## config.mk

```make
export PLATFORM = sky130hd
export DESIGN_NAME = mu0_sequencer
export DESIGN_NICKNAME = d
export VERILOG_FILES = /design/src/rtl/mu0_sequencer.sv
export SDC_FILE = /design/constraint.sdc
export NUM_CORES = 1
export LEC_CHECK = 0
export ABC_AREA = 1
export CAP_MARGIN = 20
export CORE_MARGIN = 4
export CORE_UTILIZATION = 40
export CTS_BUF_LIST = sky130_fd_sc_hd__clkbuf_16
export DETAILED_ROUTE_END_ITERATION = 8
export PLACE_DENSITY = 0.87
export SYNTH_ARGS = -nofsm -noshare
export SYNTH_HDL_FRONTEND = slang
export SYNTH_SLANG_ARGS = --single-unit
```

## constraint.sdc

```tcl
create_clock -name clk -period 1.4 [get_ports clk]
set_clock_uncertainty 0.2 [all_clocks]
set_input_delay 0.28 -clock clk [delete_from_list [all_inputs] [get_ports clk]]
set_output_delay 0.28 -clock clk [all_outputs]
set_load 0.01 [all_outputs]
```

## src/rtl/mu0_sequencer.sv

```systemverilog
// rtl/mu0_sequencer.sv - MU0 phase sequencer: FETCH/EXEC1/EXEC2 strobes, condition flags, retire count
// Optional SINGLE_STEP_EN adds a step input and a PAUSE state after each completed instruction.
module mu0_sequencer #(
  parameter int DATA_W = 16,
  parameter int CNT_W  = 16
) (
  input  logic              clk,
  input  logic              reset,
  input  logic              start,
  input  logic [3:0]        op,
  input  logic              EXTRA,
  input  logic              acc_en,
  input  logic [DATA_W-1:0] acc_d,
`ifdef SINGLE_STEP_EN
  input  logic              step,
`endif
  output logic              FETCH,
  output logic              EXEC1,
  output logic              EXEC2,
  output logic              EQ,
  output logic              MI,
  output logic              GE,
  output logic              halted,
  output logic              illegal,
  output logic [CNT_W-1:0]  retired
);

`ifdef SINGLE_STEP_EN
  typedef enum logic [2:0] {
    S_IDLE, S_FETCH, S_EXEC1, S_EXEC2, S_HALT, S_ILLEGAL, S_PAUSE
  } state_t;
  localparam state_t AFTER_EXEC = S_PAUSE;
`else
  typedef enum logic [2:0] {
    S_IDLE, S_FETCH, S_EXEC1, S_EXEC2, S_HALT, S_ILLEGAL
  } state_t;
  localparam state_t AFTER_EXEC = S_FETCH;
`endif

  localparam logic [3:0] OP_STP = 4'h7;

  state_t state;
  state_t state_nxt;
  logic   retire;

  // Opcodes 0xC..0xF are unassigned and trap; STP is checked first but cannot collide.
  always_comb begin
    state_nxt = state;
    retire    = 1'b0;
    case (state)
      S_IDLE: begin
        if (start) state_nxt = S_FETCH;
      end
      S_FETCH: begin
        state_nxt = S_EXEC1;
      end
      S_EXEC1: begin
        if (op == OP_STP) begin
          state_nxt = S_HALT;
          retire    = 1'b1;
        end else if (op[3:2] == 2'b11) begin
          state_nxt = S_ILLEGAL;
        end else if (EXTRA) begin
          state_nxt = S_EXEC2;
        end else begin
          state_nxt = AFTER_EXEC;
          retire    = 1'b1;
        end
      end
      S_EXEC2: begin
        state_nxt = AFTER_EXEC;
        retire    = 1'b1;
      end
      S_HALT, S_ILLEGAL: begin
        if (start) state_nxt = S_FETCH;
      end
`ifdef SINGLE_STEP_EN
      S_PAUSE: begin
        if (step) state_nxt = S_FETCH;
      end
`endif
      default: begin
        state_nxt = S_IDLE;
      end
    endcase
  end

  // Strobes and status are decoded from the next state so they line up with the state register.
  always_ff @(posedge clk) begin
    if (reset) begin
      state   <= S_IDLE;
      FETCH   <= 1'b0;
      EXEC1   <= 1'b0;
      EXEC2   <= 1'b0;
      EQ      <= 1'b1;
      MI      <= 1'b0;
      GE      <= 1'b1;
      halted  <= 1'b0;
      illegal <= 1'b0;
      retired <= '0;
    end else begin
      state   <= state_nxt;
      FETCH   <= (state_nxt == S_FETCH);
      EXEC1   <= (state_nxt == S_EXEC1);
      EXEC2   <= (state_nxt == S_EXEC2);
      halted  <= (state_nxt == S_HALT) || (state_nxt == S_ILLEGAL);
      illegal <= (state_nxt == S_ILLEGAL);
      if (retire) retired <= retired + CNT_W'(1);
      if (acc_en) begin
        EQ <= (acc_d == '0);
        MI <= acc_d[DATA_W-1];
        GE <= ~acc_d[DATA_W-1];
      end
    end
  end

endmodule
```

==> flow_summary_export.csv <==
group,metric,value,unit
status,status,"complete, but fails checks",
status,violations,"setup timing",
timing,period_share,1.08,
pwr,ir_drop,522,uV
timing,worst_slew_pin_slew,236,ps
cts,cts_tree,"built",
route,wl_per_cell,17.1,um
timing,max_freq,659,MHz
cts,clockBufferDepth,2,
worst_setup_path,startpoint_type,"flip-flop",
finish,diodes,0,
cts,cts.sinks,27,
pwr,p_comb_frac,0.208,
finish,final_common_cell,"nand2_1",
die,io_pins,49,
yosys,yosysUniqueCellTypes,29,
die,dieArea,4610,um2
pwr,powerDensity,744,nW/um2
timing,fin_crit,1520,ps
route,drtIter0Drc,124,
worst_setup_path,max_stage_delay,370,ps
worst_setup_path,cp_data_required_time,1360,ps
finish,drive_gt1_frac,0.447,
hold_path,hold_class,"reg2reg",
die,die_h,67.9,um
finish,multi_input_area,1060,um2
finish,area_growth,76.2,%
finish,nets,311,
worst_setup_path,worstSetupPathType,"reg2reg",
yosys,synth_nets,228,
cts,clk_latency,260,ps
cts,cts_buffers,3,
route,vias,1793,
global_routing,antenna_found_initial,0,
timing,hold_viol,0,
yosys,synth.cell_area,1440,um2
pwr,p_int,0.00137,W
pwr,p_switching,0.000514,W
placed_design,place_hpwl,2730,um
timing,slew-limit-headroom,0.841,
worst_setup_path,worst-path-max-fanout,4,
flow_run,max_cap_viol_count,0,
finish,fillCellCount,211,
route,finalWirelength,5640,um
route,vias_per_cell,5.43,
placed_design,dpl_cell_area,2130,um2
cts,clkTransAtPathRegs,70,ps
die,core,3390,um2
die,initial_utilization,0.423,
yosys,yosysWarnings,0,
placed_design,portBuffers,48,
finish,fin_area,2530,um2
timing,rsz0062_at_grt,"true",
route,antenna_left,0,
global_routing,grtUsageTotal,0.241,
yosys,syn_area_per_cell,7.10,um2
pwr,swShare,0.273,
finish,layout_common_cells,"nand2_1 (33), buf_4 (28), nor2_1 (24)",
timing,setup_viol,18,
timing,tns,-1030,ps
pwr,clockPowerShare,0.351,
worst_setup_path,crit_chain,"ha_4 > nand3_4 > nor2_4 > nand2_4 > inv_4 > nand3_2 > nand2_2 > nor2_2",
finish,regArea,567,um2
timing,slew_viol_final,0,
worst_setup_path,arrival,1480,ps
yosys,yosysSeqAreaShare,0.377,
cts,cts_hold_buf,0,
die,die_w,67.9,um
pwr,seqPwrFrac,0.441,
global_routing,grt_overflow,0,
global_routing,grt_pass1_wl,8290,um
route,post-route-drc-count,0,
yosys,syn_inst,202,
worst_setup_path,worstSetupEndpointType,"flip-flop",
timing,final.setup.worst_slack,-117,ps
global_routing,grt_pass1_vias,1808,
yosys,synth-seq-cells,27,
die,rows,21,
placed_design,place_congestion,0.814,
cts,htreeDepth,1,
global_routing,grt_max_degree,16,
pwr,leakage,1.18,nW
worst_setup_path,crit_slowest_cell,"dfxtp_4",
route,firstDrtPassIters,4,
cts,clockRootBuffer,"clkbuf_16",
critical path, delay by kind of cell, from the launching register on:
family                     cells  cell delay (ps)
adders and majority gates      1              150
buffers and inverters          1              100
DFF                            1              370
and+or+nand+nor                6              570
registers in the layout, summed over array words and instances (netlist names):
name and count:
retired 16, state 3, EQ 1, EXEC1 1, EXEC2 1, FETCH 1
GE 1, MI 1, halted 1, illegal 1
metal layers:
layer	share of wire	GRT usage
met4	0.070	0.176
met5	0	0
met1	0.36	0.257
met2	0.47	0.412
met3	0.11	0.0591
kinds of logic (layout without fill, tap and decap cells):
logic type | count (synthesis) | after routing | synth area share
AOI/OAI and AO/OA | 20 | 20 | 0.107
and+or+nand+nor | 124 | 127 | 0.402
DFF | 27 | 27 | 0.377
buffers and inverters | 26 | 105 | 0.0811
adders and majority gates | 1 | 1 | 0.00872
xor gates and xnor gates | 4 | 4 | 0.0244
worst paths after layout:
path                                  from           to  slack, ps  depth (start not counted)
worst max-delay path            retired[0]  retired[12]       -120                          8
worst min-delay path                    GE           GE        270                          2
worst max register to register  retired[0]  retired[12]       -120                          8
worst min register to register          GE           GE        270                          2
power by group through the flow:
| stage | Clock (W) | Sequential [W] | Combinational (W) |
|---|---|---|---|
| finish | 0.000661 | 0.000830 | 0.000390 |
| global placement | 0 | 0.000843 | 0.000299 |
| global route | 0.000685 | 0.000833 | 0.000420 |
| detailed placement | 0 | 0.000844 | 0.000310 |
| CTS | 0.000651 | 0.000830 | 0.000357 |
| floorplan | 0 | 0.000852 | 0.000141 |
final cells by class:
cell class	count	area share
inverters	22	0.0346
well taps	46	0.0228
multi-input cells	152	0.419
repair buffers	79	0.268
clock inverters	1	0.00198
clock buffers	3	0.0297
flip-flops and latches	27	0.224
timing repair:
| item | CTS | global route |
|---|---|---|
| pin swaps | 22 | 20 |
| buffers inserted | 6 | 2 |
| hold endpoints to repair | 0 | 0 |
| endpoints found under the setup margin | 42 | 35 |
| resized for setup | 75 | 46 |
| cloned | 3 | 0 |
cell usage after synthesis (all sizes together):
| master | number | area [um2] |
|---|---|---|
| nor2 | 37 | 154 |
| inv | 22 | 82.6 |
| nand4 | 2 | 12.5 |
| xnor2 | 1 | 8.76 |
| nand2 | 59 | 254 |
| nor4 | 2 | 12.5 |
| nor3 | 2 | 21.3 |
| buf | 2 | 26.3 |
| a21oi | 15 | 120 |
| clkbuf | 2 | 7.51 |
| or2 | 1 | 6.26 |
| nand3 | 18 | 95.1 |
| o21ai | 4 | 23.8 |
| o211a | 1 | 10.0 |
| nand3b | 2 | 15.0 |
| xor2 | 3 | 26.3 |
| dfxtp | 27 | 541 |
| and3 | 1 | 6.26 |
| ha | 1 | 12.5 |
metrics by stage:
| stage | hold WS (ps) | cells | power [W] | setup slack (ps) | utilization |
|---|---|---|---|---|---|
| CTS | 274 | 328 | 0.00184 | -55.5 | 0.711 |
| finish | 270 | 330 | 0.00188 | -117 | 0.746 |
| floorplan | 135 | 202 | 0.000993 | -33.0 | - |
| detailed placement | 262 | 315 | 0.00115 | -568 | 0.630 |
| global route | 302 | 330 | 0.00194 | -172 | 0.746 |
| global placement | 252 | 315 | 0.00114 | -483 | 0.630 |
Note: power is estimated with default switching activity, not from simulation.
